==> config.mk <==
export PLATFORM = sky130hd
export DESIGN_NAME = dm_port_arbiter_flat
export DESIGN_NICKNAME = d
export VERILOG_FILES = /design/src/rtl/dm_port_arbiter_pkg.sv /design/src/rtl/dm_port_arbiter_if.sv /design/src/rtl/dm_port_arbiter_starve_guard.sv /design/src/rtl/dm_port_arbiter.sv /design/src/flat_wrapper.sv
export SDC_FILE = /design/constraint.sdc
export NUM_CORES = 1
export LEC_CHECK = 0
export ABC_AREA = 1
export CAP_MARGIN = 20
export CORE_AREA = 2 2 119 121
export DETAILED_ROUTE_END_ITERATION = 8
export DIE_AREA = 0 0 121 123
export GPL_ROUTABILITY_DRIVEN = 1
export SLEW_MARGIN = 15
export SYNTH_ARGS = -nofsm -noshare
export SYNTH_HDL_FRONTEND = slang
export SYNTH_SLANG_ARGS = --single-unit
export TNS_END_PERCENT = 10
==> constraint.sdc <==
create_clock -name clk -period 3.68 [get_ports clk]
set_input_delay 0.552 -clock clk [delete_from_list [all_inputs] [get_ports clk]]
set_output_delay 0.552 -clock clk [all_outputs]
set_load 0.01 [all_outputs]
==> src/rtl/dm_port_arbiter_pkg.sv <==
// Shared encodings and helpers for the data-memory port arbiter and the DM itself.
package dm_pkg;

  localparam logic [1:0] DMOP_W = 2'd0;
  localparam logic [1:0] DMOP_H = 2'd1;
  localparam logic [1:0] DMOP_B = 2'd2;

  typedef enum logic {
    S_NORM  = 1'b0,
    S_FORCE = 1'b1
  } arb_state_e;

  // Only the two low address bits matter; reserved op 3 is checked as a word.
  function automatic logic dm_misaligned(input logic [1:0] op, input logic [1:0] addr);
    case (op)
      DMOP_H:  return addr[0];
      DMOP_B:  return 1'b0;
      default: return (addr != 2'b00);
    endcase
  endfunction

endpackage

==> src/rtl/dm_port_arbiter_if.sv <==
// CPU, loader and DM command/response signals shared by the arbiter and its environment.
interface dm_port_arbiter_if;

  logic        cpu_req;
  logic        cpu_we;
  logic [1:0]  cpu_op;
  logic [31:0] cpu_addr;
  logic [31:0] cpu_wd;
  logic [31:0] cpu_rdata;
  logic        cpu_stall;

  logic        ld_valid;
  logic        ld_ready;
  logic        ld_we;
  logic [1:0]  ld_op;
  logic [31:0] ld_addr;
  logic [31:0] ld_wd;
  logic        ld_rvalid;
  logic [31:0] ld_rdata;
  logic        ld_err;

  logic        DM_write;
  logic [1:0]  DMop;
  logic [31:0] DM_addr;
  logic [31:0] DM_WD;
  logic [31:0] DMout;

  modport slave (
    input  cpu_req, cpu_we, cpu_op, cpu_addr, cpu_wd,
    input  ld_valid, ld_we, ld_op, ld_addr, ld_wd,
    input  DMout,
    output cpu_rdata, cpu_stall,
    output ld_ready, ld_rvalid, ld_rdata, ld_err,
    output DM_write, DMop, DM_addr, DM_WD
  );

  modport master (
    output cpu_req, cpu_we, cpu_op, cpu_addr, cpu_wd,
    output ld_valid, ld_we, ld_op, ld_addr, ld_wd,
    output DMout,
    input  cpu_rdata, cpu_stall,
    input  ld_ready, ld_rvalid, ld_rdata, ld_err,
    input  DM_write, DMop, DM_addr, DM_WD
  );

endinterface

==> src/rtl/dm_port_arbiter_starve_guard.sv <==
// Loader starvation guard: counts loader wait cycles and forces a loader slot when they run out.
module dm_starve_guard
  import dm_pkg::*;
#(
  parameter int unsigned STARVE_MAX = 4
) (
  input  logic clk_i,
  input  logic reset_i,
  input  logic ld_valid_i,
  input  logic ld_ready_i,
  output logic force_ld_o
);

  localparam logic [3:0] WMAX = 4'(STARVE_MAX);

  arb_state_e state_q;
  logic [3:0] wcnt_q;
  logic       ld_hs;
  logic       ld_wait;

  assign ld_hs   = ld_valid_i && ld_ready_i;
  assign ld_wait = ld_valid_i && !ld_ready_i;

  always_ff @(posedge clk_i) begin
    if (!reset_i) begin
      state_q <= S_NORM;
      wcnt_q  <= '0;
    end else begin
      if (!ld_valid_i || ld_hs) begin
        wcnt_q <= '0;
      end else if (wcnt_q != WMAX) begin
        wcnt_q <= wcnt_q + 4'd1;
      end

      case (state_q)
        S_NORM:  if (ld_wait && (wcnt_q == WMAX - 4'd1)) state_q <= S_FORCE;
        S_FORCE: if (ld_hs || !ld_valid_i) state_q <= S_NORM;
        default: state_q <= S_NORM;
      endcase
    end
  end

  assign force_ld_o = (state_q == S_FORCE);

endmodule

==> src/rtl/dm_port_arbiter.sv <==
// Shares the data memory between the CPU MEM stage (fixed priority) and a loader/debug port.
module dm_port_arbiter
  import dm_pkg::*;
#(
  parameter int unsigned STARVE_MAX = 4
) (
  input logic              clk,
  input logic              reset,
  dm_port_arbiter_if.slave bus
);

  logic        force_ld;
  logic        cpu_gnt;
  logic        ld_gnt;
  logic        ld_mis;
  logic        rvalid_q, rvalid_d;
  logic        err_q, err_d;
  logic [31:0] rdata_q, rdata_d;

  assign ld_mis  = dm_misaligned(bus.ld_op, bus.ld_addr[1:0]);
  // Reset gates both grants so a store in flight when reset asserts never reaches the DM.
  assign cpu_gnt = reset && bus.cpu_req && !force_ld;
  assign ld_gnt  = reset && bus.ld_valid && (force_ld || !bus.cpu_req);

  dm_starve_guard #(
    .STARVE_MAX(STARVE_MAX)
  ) u_guard (
    .clk_i     (clk),
    .reset_i   (reset),
    .ld_valid_i(bus.ld_valid),
    .ld_ready_i(ld_gnt),
    .force_ld_o(force_ld)
  );

  always_comb begin
    bus.DM_write = 1'b0;
    bus.DMop     = '0;
    bus.DM_addr  = '0;
    bus.DM_WD    = '0;
    if (cpu_gnt) begin
      bus.DM_write = bus.cpu_we;
      bus.DMop     = bus.cpu_op;
      bus.DM_addr  = bus.cpu_addr;
      bus.DM_WD    = bus.cpu_wd;
    end else if (ld_gnt) begin
      bus.DM_write = bus.ld_we && !ld_mis;
      bus.DMop     = bus.ld_op;
      bus.DM_addr  = bus.ld_addr;
      bus.DM_WD    = bus.ld_wd;
    end
  end

  assign bus.cpu_rdata = cpu_gnt ? bus.DMout : '0;
  assign bus.cpu_stall = reset && bus.cpu_req && force_ld;
  assign bus.ld_ready  = ld_gnt;

  always_comb begin
    rvalid_d = ld_gnt;
    err_d    = err_q;
    rdata_d  = rdata_q;
    if (ld_gnt) begin
      err_d   = ld_mis;
      rdata_d = ld_mis ? '0 : bus.DMout;
    end
  end

  always_ff @(posedge clk) begin
    if (!reset) begin
      rvalid_q <= 1'b0;
      err_q    <= 1'b0;
      rdata_q  <= '0;
    end else begin
      rvalid_q <= rvalid_d;
      err_q    <= err_d;
      rdata_q  <= rdata_d;
    end
  end

  assign bus.ld_rvalid = rvalid_q;
  assign bus.ld_err    = err_q;
  assign bus.ld_rdata  = rdata_q;

endmodule

==> src/flat_wrapper.sv <==
// flat-port wrapper written by rule: the top's interface ports become plain ports
module dm_port_arbiter_flat import dm_pkg::*;
#(
  parameter int unsigned STARVE_MAX = 4
)
  (clk, reset, bus_cpu_req, bus_cpu_we, bus_cpu_op, bus_cpu_addr, bus_cpu_wd, bus_ld_valid, bus_ld_we, bus_ld_op, bus_ld_addr, bus_ld_wd, bus_DMout, bus_cpu_rdata, bus_cpu_stall, bus_ld_ready, bus_ld_rvalid, bus_ld_rdata, bus_ld_err, bus_DM_write, bus_DMop, bus_DM_addr, bus_DM_WD);
  dm_port_arbiter_if bus_i ();
  input logic clk;
  input logic reset;
  input wire logic [$bits(bus_i.cpu_req)-1:0] bus_cpu_req;
  input wire logic [$bits(bus_i.cpu_we)-1:0] bus_cpu_we;
  input wire logic [$bits(bus_i.cpu_op)-1:0] bus_cpu_op;
  input wire logic [$bits(bus_i.cpu_addr)-1:0] bus_cpu_addr;
  input wire logic [$bits(bus_i.cpu_wd)-1:0] bus_cpu_wd;
  input wire logic [$bits(bus_i.ld_valid)-1:0] bus_ld_valid;
  input wire logic [$bits(bus_i.ld_we)-1:0] bus_ld_we;
  input wire logic [$bits(bus_i.ld_op)-1:0] bus_ld_op;
  input wire logic [$bits(bus_i.ld_addr)-1:0] bus_ld_addr;
  input wire logic [$bits(bus_i.ld_wd)-1:0] bus_ld_wd;
  input wire logic [$bits(bus_i.DMout)-1:0] bus_DMout;
  output wire logic [$bits(bus_i.cpu_rdata)-1:0] bus_cpu_rdata;
  output wire logic [$bits(bus_i.cpu_stall)-1:0] bus_cpu_stall;
  output wire logic [$bits(bus_i.ld_ready)-1:0] bus_ld_ready;
  output wire logic [$bits(bus_i.ld_rvalid)-1:0] bus_ld_rvalid;
  output wire logic [$bits(bus_i.ld_rdata)-1:0] bus_ld_rdata;
  output wire logic [$bits(bus_i.ld_err)-1:0] bus_ld_err;
  output wire logic [$bits(bus_i.DM_write)-1:0] bus_DM_write;
  output wire logic [$bits(bus_i.DMop)-1:0] bus_DMop;
  output wire logic [$bits(bus_i.DM_addr)-1:0] bus_DM_addr;
  output wire logic [$bits(bus_i.DM_WD)-1:0] bus_DM_WD;
  assign bus_i.cpu_req = bus_cpu_req;
  assign bus_i.cpu_we = bus_cpu_we;
  assign bus_i.cpu_op = bus_cpu_op;
  assign bus_i.cpu_addr = bus_cpu_addr;
  assign bus_i.cpu_wd = bus_cpu_wd;
  assign bus_i.ld_valid = bus_ld_valid;
  assign bus_i.ld_we = bus_ld_we;
  assign bus_i.ld_op = bus_ld_op;
  assign bus_i.ld_addr = bus_ld_addr;
  assign bus_i.ld_wd = bus_ld_wd;
  assign bus_i.DMout = bus_DMout;
  assign bus_cpu_rdata = bus_i.cpu_rdata;
  assign bus_cpu_stall = bus_i.cpu_stall;
  assign bus_ld_ready = bus_i.ld_ready;
  assign bus_ld_rvalid = bus_i.ld_rvalid;
  assign bus_ld_rdata = bus_i.ld_rdata;
  assign bus_ld_err = bus_i.ld_err;
  assign bus_DM_write = bus_i.DM_write;
  assign bus_DMop = bus_i.DMop;
  assign bus_DM_addr = bus_i.DM_addr;
  assign bus_DM_WD = bus_i.DM_WD;
  dm_port_arbiter #(.STARVE_MAX(STARVE_MAX)) u_core (.clk(clk), .reset(reset), .bus(bus_i));
endmodule
==> run_results.csv, run 1 <==
group,metric,value,unit
critical_path,reg2reg_slack,1760,ps
pwr,p_leak,2.819,nW
yosys,syn-num-nets,711,
timing,grt_setup_unrepaired,"false",
routing,routed_via_density,3.958,
critical_path,cp-start-kind,"primary input",
placed_design,place.gp.congestion,0.8523,
yosys,synthArstFlopShare,0,
routing,route.detailed.drc,0,
pwr,cellPowerDensity,242.2,mW/mm^2
flow_run,drv_cap,0,
grt,grt_util_met1,0.2069,
yosys,synth_cell_types,20,
run_status,status,"completed",
worst_hold_path,whs_endpoint,"u_core.bus.ld_err",
routing,drt-total-wl,13.56,mm
timing,fin_crit_sh,0.8461,
floorplanning,die_h,123,um
critical_path,worstPathCellList,"clkdlybuf4s50_1 > nand2_2 > nand2_4 > inv_2 > buf_12 > nand2_1 > o21ai_0 > clkdlybuf4s50_1",
placed_design,dpl.hpwl,10.77,mm
clocking,path_clk_slew,60,ps
final_layout,drive_gt1_frac,0.02536,
floorplanning,core.rowCount,43,
grt,grt_pass1_vias,3650,
clocking,clock-root-buffer,"clkbuf_16",
clocking,htree_levels,2,
critical_path,r2r_start,"u_core.u_guard.force_ld_o",
routing,drtIter0Drc,196,
timing,setup_viol,0,
clocking,clock_sinks,39,
timing,worstMarginPinSlew,676.0,ps
final_layout,finalCoreUtilization,0.4603,
timing,period_needed,3114,ps
timing,clock_skew,6.062,ps
clocking,cts_resized,0,
yosys,syn_area_per_cell,5.368,sq um
routing,vias,3990,
grt,gr-max-usage-layer,"met2",
timing,finalSetupTns,0,ps
critical_path,r2r_end,"u_core.bus.ld_rdata[11]",
critical_path,criticalPathCategory,"in2out",
routing,ant_nets,0,
yosys,synth_cells,538,
grt,grt_max_degree,75,
worst_hold_path,holdPathStages,2,
grt,globalRouteOverflowTotal,0,
grt,antenna_found_initial,1,
final_layout,final_nets,1000,
yosys,ys.flop_type,"dfxtp_1",
critical_path,worstSetupEndpointType,"output pin",
clocking,cts_setup_buffers,0,
floorplanning,start_util,0.2122,
floorplanning,core,0.01361,sq mm
timing,fmax,0.3212,GHz
clocking,cts-buffers-inserted,5,
timing,slew-limit-headroom,0.5493,
critical_path,worstPathArrival,2560,ps
critical_path,cpMostUsedCell,"clkdlybuf4s50_1",
critical_path,r2r_cells,8,
yosys,ys_ff_latch,39,
critical_path,cp_data_required_time,3130,ps
clocking,cts_tree,"yes",
final_layout,antenna_cells,0,
routing,detail_route.wl_per_cell,13.45,um
grt,grt_use_met2,0.3041,
worst_hold_path,hold_start,"u_core.bus.ld_err",
floorplanning,boundaryPins,305,
yosys,yosys_warnings,0,
critical_path,cp_slowest_cell,"clkdlybuf4s50_1",
final_layout,areaGrowthSynthToFinish,117.0,%
floorplanning,die_x,121,um
grt,grtUsageMet3,0.04197,
yosys,synth_edf_count,0,
timing,finalHoldViolations,0,
floorplanning,die_area,0.01488,sq mm
grt,grtUsageTotal,0.1693,
worst_hold_path,hp-class,"reg2reg",
timing,drv_slew,0,
clocking,ctsHoldBuffers,0,
yosys,ys_seq_area_frac,0.2704,
critical_path,critPathMaxStageDelay,590,ps
critical_path,path_max_fanout,52,
grt,grt_pass1_wl,19.77,mm
routing,drt-pass1-iter-count,4,
clocking,clk_latency,280,ps
yosys,netlist_area,0.002888,sq mm
clocking,cts_buffer_depth,2,
placed_design,io_buffers,304,
pwr,irDropWorstVdd,0.2299,mV
synth_stat cells, types with 2 or more instances:
| cell | count | share of area |
|---|---|---|
| ha_1 | 3 | 0.013 |
| buf_6 | 3 | 0.012 |
| nand2_2 | 2 | 0.0043 |
| o21ai_0 | 62 | 0.11 |
| o21ai_1 | 6 | 0.010 |
| clkbuf_1 | 10 | 0.013 |
| dfxtp_1 | 39 | 0.27 |
| inv_1 | 140 | 0.18 |
| nand2_1 | 141 | 0.18 |
| buf_4 | 4 | 0.010 |
| buf_2 | 11 | 0.019 |
| inv_2 | 2 | 0.0026 |
| a21oi_1 | 5 | 0.0087 |
| nor2_1 | 71 | 0.092 |
| nand3_1 | 34 | 0.059 |
metrics by stage:
| stage | cell area [sq um] | power [W] | hold WS [ps] | worst slack, ps | cells |
|---|---|---|---|---|---|
| floorplan | 2888 | 0.0006134 | 464.0 | 1792 | 538 |
| global route | 6266 | 0.001591 | 491.7 | 396.7 | 1008 |
| finish | 6266 | 0.001517 | 480.1 | 566.4 | 1008 |
| global placement | 6073 | 0.0009687 | 452.2 | 579.9 | 1000 |
| CTS | 6266 | 0.001535 | 484.3 | 557.5 | 1008 |
| detailed placement | 6073 | 0.0009672 | 474.8 | 564.2 | 1000 |
final cells by class:
type	instances	area [sq um]
Inverter	142	533.0
Clock buffer	5	125.1
Sequential cell	39	780.7
Multi-Input combinational cell	328	1426
Tap cell	180	225.2
Timing Repair Buffer	311	3108
Clock inverter	3	67.56
Fill cell	1432	7346
cell usage in the layout, fill, tap and decap left out:
master,instances
a21oi_1,5
buf_12,1
buf_4,6
bufinv_16,2
clkbuf_16,5
clkdlybuf4s50_1,304
clkinvlp_4,1
dfxtp_1,39
ha_1,3
inv_1,140
inv_2,2
nand2_1,141
nand2_2,2
nand2_4,1
nand3_1,33
nand3_4,1
nand4_1,1
nor2_1,71
o21ai_0,62
o21ai_1,6
o22ai_1,1
xnor2_1,1
flip-flops by register name, summed over array words and instances (netlist names):
register                   flops
u_core.bus.ld_err              1
u_core.bus.ld_rdata           32
u_core.bus.ld_rvalid           1
u_core.u_guard.force_ld_o      1
u_core.u_guard.wcnt_q          4
worst max-delay path, delay by kind of cell:
family | cells | cell delay, ps
AO/OA/AOI/OAI | 1 | 110
AND/OR/NAND/NOR | 3 | 290
buffers and inverters | 4 | 1590
worst max-delay path by stage:
stage	startpoint	to	slack [ps]
after detailed placement	bus_cpu_req	bus_DM_WD[29]	560
final	bus_cpu_req	bus_DM_WD[5]	570
after global placement	bus_cpu_req	bus_DM_WD[29]	580
after floorplan	reset	bus_DM_write	1790
after CTS	bus_cpu_req	bus_DM_WD[29]	560
after global routing	reset	bus_DM_WD[13]	400
per-layer routing:
layer,vias to the layer above,share of wire
met5,-,0.00096
met4,2,0.011
met3,12,0.076
met2,140,0.49
met1,1691,0.42
li1,2145,-
report_power, final:
part / switching, W / internal [W]
clock network: 0.000173 / 0.000388
logic: 0.000201 / 0.000314
registers: 0.00000645 / 0.000435
cells by family (layout without fill, tap and decap cells):
group	count (synthesis)	in the layout	share of synthesized area
buffers and inverters	171	461	0.2400
and+or+nand+nor	250	250	0.3449
DFF	39	39	0.2704
adders and majority gates	3	3	0.01300
AOI/OAI and AO/OA	74	74	0.1287
xor gates and xnor gates	1	1	0.003033
(Power assumes the default switching activity.)
==> run 2: changes to the inputs <==
--- a/config.mk
+++ b/config.mk
@@ -11,6 +11,7 @@
 export DETAILED_ROUTE_END_ITERATION = 8
 export DIE_AREA = 0 0 121 123
 export GPL_ROUTABILITY_DRIVEN = 1
+export PLACE_DENSITY = 0.66
 export SLEW_MARGIN = 15
 export SYNTH_ARGS = -nofsm -noshare
 export SYNTH_HDL_FRONTEND = slang
==> constraint.sdc (replaced) <==
create_clock -name clk -period 2.6 [get_ports clk]
set_input_delay 0.39 -clock clk [delete_from_list [all_inputs] [get_ports clk]]
set_output_delay 0.39 -clock clk [all_outputs]
set_load 0.01 [all_outputs]
==> run 2 against run 1 <==
  * Utilization increased by 1.4 points
  * Count of clock-buffer cells in the layout rose by 2
  * Routed wire length shrank 0.52%
  * Power up 28%
  * Largest cell class unchanged
==> run_results.csv, run 2 (synthesis results as in run 1) <==
group,metric,value,unit
run_status,status,"completed",
routing,route.detailed.drc,0,
floorplanning,core,0.01361,sq mm
pwr,irDropWorstVdd,0.2287,mV
placed_design,io_buffers,304,
grt,grt_max_degree,63,
floorplanning,boundaryPins,305,
timing,finalSetupTns,0,ps
clocking,cts_setup_buffers,0,
timing,worstMarginPinSlew,386.3,ps
grt,grt_pass1_wl,19.69,mm
critical_path,cp_slowest_cell,"clkdlybuf4s50_1",
final_layout,seq_area,780.7,sq um
timing,fmax,0.3904,GHz
routing,vias,4025,
timing,grt_setup_unrepaired,"true",
floorplanning,start_util,0.2122,
final_layout,multi_input_area,0.001430,sq mm
critical_path,cp-start-kind,"primary input",
final_layout,antenna_cells,0,
placed_design,dp.cells,1008,
pwr,cellPowerDensity,300.8,mW/mm^2
timing,period_needed,2562,ps
clocking,clock-root-buffer,"clkbuf_16",
routing,ant_nets,0,
timing,finalHoldViolations,0,
floorplanning,die_x,121,um
timing,drv_slew,0,
timing,setup_viol,0,
grt,antenna_found_initial,2,
timing,slew-limit-headroom,0.7425,
clocking,ctsHoldBuffers,0,
final_layout,nFillCells,1395,
final_layout,largest_reg_flops,32,
clocking,clock_sinks,39,
critical_path,r2r_start,"u_core.u_guard.force_ld_o",
floorplanning,die_area,0.01488,sq mm
final_layout,final_common_cell,"clkdlybuf4s50_1",
routing,drt-pass1-iter-count,4,
critical_path,path_max_fanout,11,
final_layout,final_cell_mix,"clkdlybuf4s50_1 (248), nand2_1 (141), inv_1 (140)",
placed_design,dpl.hpwl,10.54,mm
routing,drtIter0Drc,231,
final_layout,areaGrowthSynthToFinish,123.4,%
critical_path,worstPathArrival,2170,ps
clocking,path_clk_slew,60,ps
grt,globalRouteOverflowTotal,0,
clocking,htree_levels,2,
timing,fin_crit_sh,0.9853,
final_layout,drive_gt1_frac,0.03349,
placed_design,place.gp.congestion,0.8183,
final_layout,final_nets,1008,
grt,grtUsageTotal,0.1676,
critical_path,criticalPathCategory,"in2out",
grt,grt_pass1_vias,3739,
flow_run,drv_cap,0,
routing,drt-total-wl,13.49,mm
timing,clock_skew,1.842,ps
timing,holdWs,468.5,ps
clocking,cts-buffers-inserted,5,
clocking,cts_buffer_depth,2,
clocking,cts_tree,"yes",
critical_path,worstPathCellList,"clkdlybuf4s50_1 > nand2_1 > inv_2 > nand2_4 > inv_2 > buf_4 > nand2_1 > o21ai_0 > clkdlybuf4s50_1",
critical_path,cp.buffers_inverters,5,
critical_path,crit_family,"buffers and inverters",
floorplanning,die_h,123,um
worst_hold_path,hp-class,"reg2reg",
critical_path,worstSetupEndpointType,"output pin",
routing,detail_route.wl_per_cell,13.28,um
routing,routed_via_density,3.962,
critical_path,cp_data_required_time,2210,ps
floorplanning,core.rowCount,43,
pwr,p_leak,3.706,nW
critical_path,cp-startpoint,"reset",
critical_path,critPathMaxStageDelay,560,ps
clocking,clk_latency,270,ps
worst_hold_path,hold_start,"u_core.bus.ld_err",
final_layout,finalNonFillerCells,1016,
-- run 2: cell count changes in the layout (fill, tap and decap cells not counted), moves of 2 or more --
cell             change
dlymetal6s2s_1      +55
clkdlybuf4s50_1     -56
buf_4                +4
clkbuf_1             +2
bufinv_16            -2
buf_12               +3
-- run 2: final cells by class --
cell class / instances / share of cell area
Clock buffer: 7 / 0.02055
Timing Repair Buffer: 319 / 0.5185
Multi-Input combinational cell: 328 / 0.2216
Inverter: 142 / 0.08261
Clock inverter: 1 / 0.0007756
Sequential cell: 39 / 0.1210
Tap cell: 180 / 0.03490
-- run 2: worst min-delay path, stage by stage, from the launching register on --
cell	delay, ps
dfxtp_1	310
nand2_1	60
a21oi_1	60
-- run 2: repair_timing --
action	in CTS	in global routing
pin swaps	0	0
cloned	0	0
endpoints found under the setup margin	1	68
gates resized for setup	2	56
-- run 2: path summary, 6_finish.rpt --
check	slack, ps	end	cells past startpoint
worst max-delay path	40	bus_DM_WD[22]	9
worst min-delay path	470	u_core.bus.ld_err	2
worst max register to register	1150	u_core.bus.ld_rdata[0]	9
worst min register to register	470	u_core.bus.ld_err	2
-- run 2: metrics by stage --
stage / instance area (sq um) / util / worst slack (ps) / total power [W]
2_1_floorplan: 2888 / - / 1036 / 0.0008683
5_1_grt: 6452 / 0.4740 / -85.88 / 0.002056
4_1_cts: 6311 / 0.4636 / 4.461 / 0.001979
3_3_place_gp: 6171 / 0.4534 / -67.83 / 0.001385
6_report: 6452 / 0.4740 / 38.25 / 0.001941
3_5_place_dp: 6171 / 0.4534 / -32.03 / 0.001387
-- run 2: power by group --
part	switching, W	leakage (nW)	internal, W
clock	0.000230	0.0679	0.000354
combinational	0.000286	3.32	0.000446
sequential	0.00000857	0.317	0.000616
-- run 2: metal layers --
metal,vias up,track usage,wire (um)
li1,2162,-,-
met1,1673,0.2034,5630
met2,160,0.2897,6275
met3,26,0.04797,1242
met4,4,0.04578,306
met5,-,0,34
